## src/rtl/adder_pkg.sv

```systemverilog
`default_nettype none
// ============================================================================
// adder_pkg: shared state type and sizing helpers for serial_adder.
// Rev 1.0
// ============================================================================
package adder_pkg;

  typedef enum logic [1:0] {IDLE, BUSY, DONE} adder_state_type;

  function automatic int digit_count(input int width, input int digit_width);
    return width / digit_width;
  endfunction

  // A single-digit configuration still needs a one-bit counter.
  function automatic int counter_width(input int width, input int digit_width);
    int n;
    n = $clog2(width / digit_width);
    return (n < 1) ? 1 : n;
  endfunction

endpackage
`default_nettype wire

```

## src/rtl/full_adder.sv

```systemverilog
`default_nettype none
// ============================================================================
// full_adder: one-bit full adder cell.
// Rev 1.0
// ============================================================================
module full_adder (
  input  logic a,
  input  logic b,
  input  logic carry_in,
  output logic sum,
  output logic carry_out
);

  assign sum       = a ^ b ^ carry_in;
  assign carry_out = (a & b) | (carry_in & (a ^ b));

endmodule
`default_nettype wire

```

## src/rtl/ripple_digit_adder.sv

```systemverilog
`default_nettype none
// ============================================================================
// ripple_digit_adder: combinational DIGIT_WIDTH-bit ripple-carry adder.
// Rev 1.0
// ============================================================================
module ripple_digit_adder #(
  parameter int DIGIT_WIDTH = 4
) (
  input  logic [DIGIT_WIDTH-1:0] augend,
  input  logic [DIGIT_WIDTH-1:0] addend,
  input  logic                   carry_in,
  output logic [DIGIT_WIDTH-1:0] sum,
  output logic                   carry_out,
  output logic                   msb_carry_in
);

  logic [DIGIT_WIDTH:0] carry;

  assign carry[0] = carry_in;

  generate
    for (genvar i = 0; i < DIGIT_WIDTH; i++) begin : g_bit
      full_adder u_fa (
        .a         (augend[i]),
        .b         (addend[i]),
        .carry_in  (carry[i]),
        .sum       (sum[i]),
        .carry_out (carry[i+1])
      );
    end
  endgenerate

  assign carry_out    = carry[DIGIT_WIDTH];
  assign msb_carry_in = carry[DIGIT_WIDTH-1];

endmodule
`default_nettype wire

```

## src/rtl/serial_adder.sv

```systemverilog
`default_nettype none
// ============================================================================
// serial_adder: digit-serial WIDTH-bit adder with valid/ready handshakes.
// Rev 1.0
// ============================================================================
module serial_adder
  import adder_pkg::*;
#(
  parameter int WIDTH       = 16,
  parameter int DIGIT_WIDTH = 4
) (
  input  logic             clock,
  input  logic             reset,
  input  logic             start_valid,
  output logic             start_ready,
  input  logic [WIDTH-1:0] augend,
  input  logic [WIDTH-1:0] addend,
  input  logic             carry_in,
  output logic             result_valid,
  input  logic             result_ready,
  output logic [WIDTH-1:0] sum,
  output logic             carry_out,
  output logic             overflow,
  output logic             busy
);

  localparam int DIGIT_COUNT = digit_count(WIDTH, DIGIT_WIDTH);
  localparam int CNT_W       = counter_width(WIDTH, DIGIT_WIDTH);
  localparam logic [CNT_W-1:0] LAST_DIGIT = CNT_W'(DIGIT_COUNT - 1);

  generate
    if (DIGIT_WIDTH < 1 || DIGIT_WIDTH > WIDTH || (WIDTH % DIGIT_WIDTH) != 0) begin : g_bad_params
      $error("serial_adder: WIDTH must be a positive multiple of DIGIT_WIDTH");
    end
  endgenerate

  adder_state_type                          state;
  logic [CNT_W-1:0]                         counter;
  logic                                     carry_reg;
  logic [WIDTH-1:0]                         aug_reg;
  logic [WIDTH-1:0]                         add_reg;
  logic [DIGIT_COUNT-1:0][DIGIT_WIDTH-1:0]  work_sum;
  logic [DIGIT_COUNT-1:0][DIGIT_WIDTH-1:0]  final_sum;
  logic [DIGIT_WIDTH-1:0]                   digit_sum;
  logic                                     digit_carry;
  logic                                     digit_msb_carry;
  logic                                     accept;

  // Operand registers shift right each step, so the low digit is always current.
  ripple_digit_adder #(.DIGIT_WIDTH(DIGIT_WIDTH)) u_digit (
    .augend       (aug_reg[DIGIT_WIDTH-1:0]),
    .addend       (add_reg[DIGIT_WIDTH-1:0]),
    .carry_in     (carry_reg),
    .sum          (digit_sum),
    .carry_out    (digit_carry),
    .msb_carry_in (digit_msb_carry)
  );

  assign start_ready  = (state == IDLE) || (state == DONE && result_ready);
  assign accept       = start_valid && start_ready;
  assign result_valid = (state == DONE);
  assign busy         = (state == BUSY);

  always_comb begin
    final_sum                = work_sum;
    final_sum[DIGIT_COUNT-1] = digit_sum;
  end

  always_ff @(posedge clock) begin
    if (reset) begin
      state     <= IDLE;
      counter   <= '0;
      carry_reg <= 1'b0;
      aug_reg   <= '0;
      add_reg   <= '0;
      work_sum  <= '0;
      sum       <= '0;
      carry_out <= 1'b0;
      overflow  <= 1'b0;
    end else if (accept) begin
      aug_reg   <= augend;
      add_reg   <= addend;
      carry_reg <= carry_in;
      counter   <= '0;
      state     <= BUSY;
    end else begin
      case (state)
        BUSY: begin
          aug_reg           <= aug_reg >> DIGIT_WIDTH;
          add_reg           <= add_reg >> DIGIT_WIDTH;
          carry_reg         <= digit_carry;
          work_sum[counter] <= digit_sum;
          counter           <= counter + 1'b1;
          if (counter == LAST_DIGIT) begin
            sum       <= final_sum;
            carry_out <= digit_carry;
            overflow  <= digit_carry ^ digit_msb_carry;
            state     <= DONE;
          end
        end
        DONE: begin
          if (result_ready) state <= IDLE;
        end
        default: state <= IDLE;
      endcase
    end
  end

endmodule
`default_nettype wire

```

## config.mk

```make
export PLATFORM = sky130hd
export DESIGN_NAME = serial_adder
export DESIGN_NICKNAME = d
export VERILOG_FILES = /design/src/rtl/adder_pkg.sv /design/src/rtl/full_adder.sv /design/src/rtl/ripple_digit_adder.sv /design/src/rtl/serial_adder.sv
export SDC_FILE = /design/constraint.sdc
export NUM_CORES = 1
export LEC_CHECK = 0
export ABC_AREA = 1
export ABC_CLOCK_PERIOD_IN_PS = 3000
export CAP_MARGIN = 20
export CORE_MARGIN = 2
export CORE_UTILIZATION = 30
export DETAILED_ROUTE_END_ITERATION = 8
export SYNTH_ARGS = -nofsm -noshare
export SYNTH_HDL_FRONTEND = slang
export SYNTH_SLANG_ARGS = --single-unit
```

## constraint.sdc

```tcl
create_clock -name clock -period 3 [get_ports clock]
set_input_delay 0.6 -clock clock [delete_from_list [all_inputs] [get_ports clock]]
set_output_delay 0.6 -clock clock [all_outputs]
set_load 0.01 [all_outputs]
```

=== After elaboration in Yosys (flattened, before gate mapping) ===
Index checks and enable logic that the tools add are counted.

* RAM bits: 0
* Input bits: 37
* Bits in latches: 0
* Memory bits (read-only): 0
* Register bits: 71
* Memories kept: 0
* Logic and storage cells: 69

* Multiplexer cells: 13
* Shift operators: 0
* Add/sub/neg operators: 1
* Magnitude comparators: 2
* Multiply operators: 0
* Reduce and logical (&&, ||, !) cells: 11
* Div/mod/pow operators: 0
* Bitwise operators: 22
* Equal/unequal tests: 7

{| class="wikitable"
|+ Operators by type and width
! kind !! count
|-
| 16-bit two-way mux || 4
|-
| 16-bit bitwise mux || 1
|-
| 1-bit XOR || 9
|-
| 1-bit bitwise AND || 8
|-
| 4-bit demux with 2-bit select || 1
|-
| 3-bit by 1-bit inequality test with 1-bit output, second input constant || 2
|-
| 2-bit AND reduction || 3
|-
| 2-bit == test, second input constant || 2
|-
| 2-bit two-way mux || 2
|-
| 4-bit two-way mux || 1
|-
| 2-bit by 1-bit inequality test with 1-bit output, second input constant || 2
|-
| 1-bit OR || 4
|-
| 2-bit one-hot mux with 2 select lines || 1
|-
| 1-bit logical AND || 3
|-
| 2-bit by 3-bit < comparator with 1-bit output, second input constant || 1
|-
| 1-bit two-way mux || 3
|-
| 3-bit AND reduction || 1
|-
| 2-bit by 1-bit adder with 2-bit output, second input constant || 1
|-
| 2-bit by 1-bit == test with 1-bit output, second input constant || 1
|-
| 2-bit by 1-bit greater-or-equal comparator with 1-bit output, second input constant || 1
|-
| 2-bit logical NOT || 1
|-
| 2-bit nonzero test || 1
|-
| 2-bit OR reduction || 1
|-
| 1-bit logical OR || 1
|-
| 1-bit inverter || 1
|}

=== Longest topological paths before layout ===
Gate-level depths: netlist (run 1).

* Depth after elaboration: 11
* Gate-level depth with buffers: 12
* Mapped depth without buffers: 12

=== Modules after synthesis ===
A second synthesis (run 1) with hierarchy kept.

* Cells, all modules: 425
* Area, all modules: 3145.5 um^2

{| class="wikitable"
|+ Modules (own cells, without submodules)
! module !! instances !! cells an instance !! area each (um^2)
|-
| serial_adder || 1 || 421 || 3065.4
|-
| full_adder || 4 || 1 || 20.0
|}

=== Worst setup path before layout (run 1) ===
OpenSTA, ideal clock, no wires.

* Path type: reg-to-reg
* From: register carry_reg
* To: register work_sum, in the netlist final_sum[11]
* Cell stages (with the launch flop): 11
* Data required time: 2.930 ns
* Arrival: 2.085 ns
* Clock period less this slack: 2.156 ns
* Slack: 0.844 ns
* Cells stage by stage: dfxtp_1 > inv_1 > fa_1 > inv_1 > fa_1 > fa_1 > inv_1 > fa_1 > inv_1 > nand3_1 > a21oi_1

* Cells in the longest elaborated chain, start to end: 8

{| class="wikitable"
|+ Ends and longest elaborated chain
! element !! RTL line !! RTL
|-
| start, declared || serial_adder.sv:39 || <nowiki>logic carry_reg;</nowiki>
|-
| start signal, assigned || serial_adder.sv:83 || <nowiki>carry_reg <= carry_in;</nowiki>
|-
| start signal, assigned || serial_adder.sv:91 || <nowiki>carry_reg <= digit_carry;</nowiki>
|-
| 1-bit bitwise AND || full_adder.sv:15 || <nowiki>assign carry_out = (a & b) | (carry_in & (a ^ b));</nowiki>
|-
| 1-bit OR || full_adder.sv:15 ||
|-
| 1-bit bitwise AND || full_adder.sv:15 ||
|-
| 1-bit OR || full_adder.sv:15 ||
|-
| 1-bit bitwise AND || full_adder.sv:15 ||
|-
| 1-bit OR || full_adder.sv:15 ||
|-
| 1-bit XOR || full_adder.sv:14 || <nowiki>assign sum = a ^ b ^ carry_in;</nowiki>
|-
| 16-bit bitwise mux || serial_adder.sv:92 || <nowiki>work_sum[counter] <= digit_sum;</nowiki>
|-
| end signal, assigned by index || serial_adder.sv:92 ||
|-
| end, declared || serial_adder.sv:42 || <nowiki>logic [DIGIT_COUNT-1:0][DIGIT_WIDTH-1:0] work_sum;</nowiki>
|}

No other way between the ends.
A chain may end at the register's enable or synchronous reset.

=== Worst setup path in the final report (run 1) ===
* From: input port result_ready
* To: output port start_ready

* Cells in the longest elaborated chain, start to end: 2

{| class="wikitable"
|+ Ends and longest elaborated chain
! element !! RTL line !! RTL
|-
| start, declared || serial_adder.sv:20 || <nowiki>input logic result_ready,</nowiki>
|-
| 1-bit logical AND || serial_adder.sv:59 || <nowiki>assign start_ready = (state == IDLE) || (state == DONE && result_ready);</nowiki>
|-
| 1-bit logical OR || serial_adder.sv:59 ||
|-
| end, declared || serial_adder.sv:15 || <nowiki>output logic start_ready,</nowiki>
|}

No other way between the ends.

==> results of run 1 <==
[power groups by stage]
stage | logic, uW | registers [uW] | clock network [uW]
after floorplan | 215 | 974 | 0
after global routing | 339 | 965 | 973
after global placement | 300 | 978 | 0
after detailed placement | 303 | 981 | 0
final | 302 | 960 | 905
after CTS | 304 | 960 | 928
[per-stage QoR]
stage               cell area (um^2)  util, %  setup slack [ns]  hold WS (ns)
finish                          4020     38.9             0.499         0.462
detailed placement              3780     36.6             0.487         0.455
global placement                3780     36.6             0.469         0.448
floorplan                       3180        -             0.844         0.441
CTS                             4020     38.9             0.475         0.464
global route                    4020     38.9             0.445         0.483
[synthesized netlist by cell type, types with 2 or more instances]
library cell	number	share of area [%]
a21oi_1	67	11
buf_2	10	1.6
buf_4	4	0.94
buf_6	6	2.1
clkbuf_1	13	1.5
dfxtp_1	67	42
fa_1	4	2.5
ha_1	4	1.6
inv_1	40	4.7
inv_2	2	0.24
nand2_1	116	14
nand3_1	70	11
nand4_1	26	5.1
[routing by layer]
metal	vias to the layer above	global-route usage, %
met5	-	0
met4	0	3.62
met3	4	3.59
met2	67	24.0
met1	1334	16.8
li1	1523	-
[area by class of cell]
cell class	count	area, um^2
Clock buffer	9	124
Clock inverter	7	116
Timing Repair Buffer	63	623
Fill cell	1087	6300
Sequential cell	67	1340
Inverter	42	158
Tap cell	136	170
Multi-Input combinational cell	294	1490
[critical path, stage by stage]
cell and delay, ns:
clkdlybuf4s50_1 0.46, inv_1 0.08, a21oi_2 0.19, clkdlybuf4s50_1 0.57
[logic make-up (layout without fill, tap and decap cells)]
logic type | after synthesis | count (layout) | synth area share [%]
simple gates | 218 | 218 | 31.8
buf+inv | 75 | 121 | 11.1
flops | 67 | 67 | 42.1
compound gates | 68 | 68 | 10.8
fa+ha+maj | 8 | 8 | 4.09
[worst max path at each step]
| stage | start | slack [ns] | to | cells after the start |
|---|---|---|---|---|
| after global placement | result_ready | 0.47 | start_ready | 4 |
| after detailed placement | result_ready | 0.49 | start_ready | 4 |
| after floorplan | carry_reg$_SDFFE_PP0P_ | 0.84 | final_sum[11]$_SDFFE_PP0P_ | 10 |
| after global routing | result_ready | 0.45 | start_ready | 4 |
| final | result_ready | 0.50 | start_ready | 4 |
| after CTS | result_ready | 0.48 | start_ready | 4 |
==> impl_metrics.env, run 1 <==
export IMPL_post_drt_wl_per_cell_um=12.2
export IMPL_clock_sinks=67
export IMPL_crit_fanout=3
export IMPL_total_power_uw=2170
export IMPL_die_w_um=107
export IMPL_clock_path_buffers=2
export IMPL_start_kind="input pin"
export IMPL_worst_ep_arrival_time_ns=1.90
export IMPL_rrSetupSlack_ns=0.66
export IMPL_portBuffers=57
export IMPL_rsz0062_at_grt="false"
export IMPL_fin_cells=618
export IMPL_drc_errors=0
export IMPL_min_to="sum[10]$_SDFFE_PP0P_"
export IMPL_num_rows=37
export IMPL_fmax_mhz=400
export IMPL_antenna_found_initial=0
export IMPL_start_util_pct=30.8
export IMPL_grt_pass1_vias=2843
export IMPL_p_sw_share_pct=25.9
export IMPL_period_needed_ns=2.50
export IMPL_p_switching_uw=561
export IMPL_grt_max_degree=61
export IMPL_met3RoutedLength_um=339
export IMPL_hold_path_class="reg2reg"
export IMPL_cts_root_buf="clkbuf_8"
export IMPL_max_slew_margin_rel_pct=50.3
export IMPL_worstReg2RegEnd="final_sum[11]$_SDFFE_PP0P_"
export IMPL_seq_power_share_pct=44.3
export IMPL_nNetsFinal=522
export IMPL_hold_buffers=0
export IMPL_ys_warn_count=0
export IMPL_cts_max_level=3
export IMPL_min_path_cells=2
export IMPL_synth_seq_cells=67
export IMPL_cp_required_ns=2.40
export IMPL_final_common_cell="nand2_1"
export IMPL_status="finished clean"
export IMPL_powerDensity_nw_per_um2=539
export IMPL_leakage_uw=0.00160
export IMPL_mostFrequentLayoutCells="116 x nand2_1, 70 x nand3_1, 67 x a21oi_1, 67 x dfxtp_1, 56 x clkdlybuf4s50_1"
export IMPL_synth_cell_types=20
export IMPL_hold_start="sum[10]$_SDFFE_PP0P_"
export IMPL_p_clk_share_pct=41.8
export IMPL_syn_area_um2=3180
export IMPL_post_cts_setup_buffers=0
export IMPL_p_int_uw=1610
export IMPL_clock_latency_ns=0.34
export IMPL_synth_edf_count=0
export IMPL_fin_crit_sh_pct=83.4
export IMPL_vias=2928
export IMPL_seq_area_frac_synth_pct=42.1
export IMPL_pwr_share_comb_pct=13.9
export IMPL_synth_nets=481
export IMPL_cts_buffers=9
export IMPL_synth_top_flop_cell="dfxtp_1"
export IMPL_path_class="in2out"
export IMPL_die_height_um=107
export IMPL_hold_viol=0
export IMPL_post_dp_hpwl_um=4930
export IMPL_clk_pin_slew_worst_paths_ns=0.07
export IMPL_gp_congestion=0.761
export IMPL_avgSynthCellArea_um2=7.30
export IMPL_dr_pass1_iters=4
export IMPL_tightest_slew_ns=0.745
export IMPL_cts_tree="built"
export IMPL_async_reset_ff_share_pct=0
export IMPL_drive_above_1_share_pct=6.22
export IMPL_reg2reg_depth=10
export IMPL_drt_iter0_markers=168
export IMPL_setup_viol_count_final=0
export IMPL_vdd_drop_max_mv=0.203
export IMPL_netlist_instances=436
export IMPL_grt_pass1_wl_um=12800
export IMPL_antenna_cells=0
export IMPL_antenna_left=0
export IMPL_grtUsageTotal_pct=13.8
export IMPL_cts_resized=0
export IMPL_viasPerCell=4.74
export IMPL_route_met2_wl_um=3570
export IMPL_finalSetupTns_ns=0
export IMPL_r2r_start="aug_reg[0]$_SDFFE_PP0P_"
export IMPL_drv_cap=0
export IMPL_met1_length_um=3570
export IMPL_highest_layer="met4"
export IMPL_drv_slew=0
export IMPL_gr_total_overflow=0
export IMPL_endpoint_kind="primary output"
export IMPL_wl_um=7530
export IMPL_skew_ns=0.00970
export IMPL_core_area_um2=10300
export IMPL_die_area_um2=11500
export IMPL_place_inst=602
export IMPL_area_growth_pct=26.3
export IMPL_io_pins=58
Note: power is estimated with default switching activity, not from simulation.
==> run 2: changes to the inputs <==
--- a/config.mk
+++ b/config.mk
@@ -6,7 +6,7 @@
 export NUM_CORES = 1
 export LEC_CHECK = 0
 export ABC_AREA = 1
-export ABC_CLOCK_PERIOD_IN_PS = 3000
+export ABC_CLOCK_PERIOD_IN_PS = 2300
 export CAP_MARGIN = 20
 export CORE_MARGIN = 2
 export CORE_UTILIZATION = 30
==> constraint.sdc (replaced) <==
create_clock -name clock -period 2.3 [get_ports clock]
set_input_delay 0.46 -clock clock [delete_from_list [all_inputs] [get_ports clock]]
set_output_delay 0.46 -clock clock [all_outputs]
set_load 0.01 [all_outputs]
==> impl_metrics.env, run 2 (synthesis results as in run 1) <==
export IMPL_crit_fanout=4
export IMPL_antenna_left=0
export IMPL_dr_pass1_iters=4
export IMPL_grt_util_met1_pct=16.4
export IMPL_clk_pin_slew_worst_paths_ns=0.08
export IMPL_fin_crit_sh_pct=95.8
export IMPL_nNetsFinal=530
export IMPL_setup_viol_count_final=0
export IMPL_p_sw_share_pct=25.2
export IMPL_met3_usage_pct=4.92
export IMPL_status="finished clean"
export IMPL_pwr_share_comb_pct=13.9
export IMPL_cts_buffers=9
export IMPL_hold_viol=0
export IMPL_seq_power_share_pct=42.0
export IMPL_final_common_cell="nand2_1"
export IMPL_cpMaxStageDelayCell="fa_1"
export IMPL_clock_latency_ns=0.35
export IMPL_slowest_delay_ns=0.39
export IMPL_die_area_um2=11500
export IMPL_grtUsageTotal_pct=13.7
export IMPL_leakage_uw=0.00164
export IMPL_grt_use_met2_pct=23.9
export IMPL_path_buf_inv=4
export IMPL_vias=2974
export IMPL_drc_errors=0
export IMPL_wl_um=7510
export IMPL_p_int_uw=2230
export IMPL_p_clk_share_pct=44.2
export IMPL_drv_slew=0
export IMPL_vdd_drop_max_mv=0.463
export IMPL_crit_top_cell="inv_2"
export IMPL_cts_max_level=3
export IMPL_holdWs_ns=0.463
export IMPL_endpoint_kind="register"
export IMPL_fin_cells=626
export IMPL_cp_required_ns=2.57
export IMPL_antenna_cells=0
export IMPL_place_inst=609
export IMPL_clock_sinks=67
export IMPL_start_util_pct=30.8
export IMPL_path_delay_family="adder cells"
export IMPL_tightest_slew_ns=0.612
export IMPL_fmax_mhz=454
export IMPL_max_slew_margin_rel_pct=59.2
export IMPL_post_dp_hpwl_um=5020
export IMPL_viasPerCell=4.75
export IMPL_drt_iter0_markers=136
export IMPL_path_class="reg2reg"
export IMPL_num_rows=37
export IMPL_worst_ep_arrival_time_ns=2.48
export IMPL_start_kind="register"
export IMPL_rsz0062_at_grt="true"
export IMPL_gp_congestion=0.801
export IMPL_clock_path_buffers=2
export IMPL_io_pins=58
export IMPL_busiest_layer="met2"
export IMPL_drv_cap=0
export IMPL_grt_pass1_wl_um=12800
export IMPL_die_height_um=107
export IMPL_cp_cell_sequence="inv_2, fa_2, inv_2, fa_2, fa_2, inv_2, fa_1, inv_2, nand3_1, a21oi_1"
export IMPL_area_growth_pct=29.9
export IMPL_period_needed_ns=2.20
export IMPL_cts_tree="built"
export IMPL_grt_pass1_vias=2826
export IMPL_die_w_um=107
export IMPL_skew_ns=0.0138
export IMPL_hold_path_class="reg2reg"
export IMPL_portBuffers=57
export IMPL_mostFrequentLayoutCells="116 x nand2_1, 68 x nand3_1, 66 x a21oi_1, 65 x dfxtp_1, 56 x clkdlybuf4s50_1"
export IMPL_antenna_found_initial=0
export IMPL_cts_root_buf="clkbuf_8"
export IMPL_post_drt_wl_per_cell_um=12.0
export IMPL_powerDensity_nw_per_um2=722
export IMPL_drive_above_1_share_pct=10.6
export IMPL_gr_total_overflow=0
export IMPL_p_switching_uw=751
export IMPL_core_area_um2=10300
export IMPL_grt_max_degree=36
==> run 2: cell count changes in the layout (fill, tap and decap cells not counted), sizes merged <==
| cell | before | now |
|---|---|---|
| bufinv | 3 | 4 |
| clkinvlp | 1 | 0 |
| clkinv | 3 | 1 |
| buf | 7 | 15 |
| inv | 42 | 44 |
==> run 2: path summary, 6_finish.rpt <==
path              slack (ns)                          to               startpoint  cells after the start
setup / recovery         0.1  final_sum[11]$_SDFFE_PP0P_  aug_reg[0]$_SDFFE_PP0P_                     10
hold / removal          0.46         sum[8]$_SDFFE_PP0P_      sum[8]$_SDFFE_PP0P_                      2
setup reg to reg         0.1  final_sum[11]$_SDFFE_PP0P_  aug_reg[0]$_SDFFE_PP0P_                     10
hold reg to reg         0.46         sum[8]$_SDFFE_PP0P_      sum[8]$_SDFFE_PP0P_                      2
==> run 2: layout make-up <==
cell class / count / area [um^2]
sequential: 67 / 1340
clock inverter: 7 / 146
clock buffer: 9 / 124
inverter: 42 / 158
tap: 136 / 170
multi-input combinational: 294 / 1510
fill: 1098 / 6190
timing repair buffer: 71 / 683
==> run 2: power by group through the flow <==
stage / Sequential (uW) / Clock (uW) / Combinational (uW)
6_report: 1250 / 1320 / 414
5_1_grt: 1260 / 1400 / 464
3_3_place_gp: 1280 / 0 / 400
4_1_cts: 1250 / 1340 / 408
3_5_place_dp: 1280 / 0 / 405
2_1_floorplan: 1270 / 0 / 280
==> run 2: through the flow <==
stage               instance area [um^2]  total power (uW)  util (%)  TNS (ns)  worst slack [ns]
global route                        4130              3120      40.0   -0.0391           -0.0244
CTS                                 4100              3000      39.7         0           0.00164
finish                              4130              2980      40.0         0            0.0966
floorplan                           3180              1550         -         0             0.144
detailed placement                  3830              1680      37.1   -0.0165          -0.00806
global placement                    3830              1680      37.1         0            0.0634
==> run 2: what timing repair did <==
action / 4_1_cts / 5_1_grt
buffers inserted: 0 / 1
endpoints found under the setup margin: 4 / 5
pin swaps: 0 / 8
hold buffers: 0 / 0
gates resized for setup: 1 / 13
==> run 2: worst register-to-register path: stages (launching register included) <==
cell     delay, ns
dfxtp_2       0.33
inv_2         0.06
fa_2          0.19
inv_2         0.04
fa_2          0.35
fa_2          0.37
inv_2         0.08
fa_1          0.39
inv_2         0.11
nand3_1       0.08
a21oi_1       0.13
==> run 2: layer usage <==
layer	wire length [um]	part of all wire [%]	vias up
li1	-	-	1536
met1	3300	44	1353
met2	3650	49	79
met3	519	6.9	6
met4	51	0.68	0
met5	0	0	-
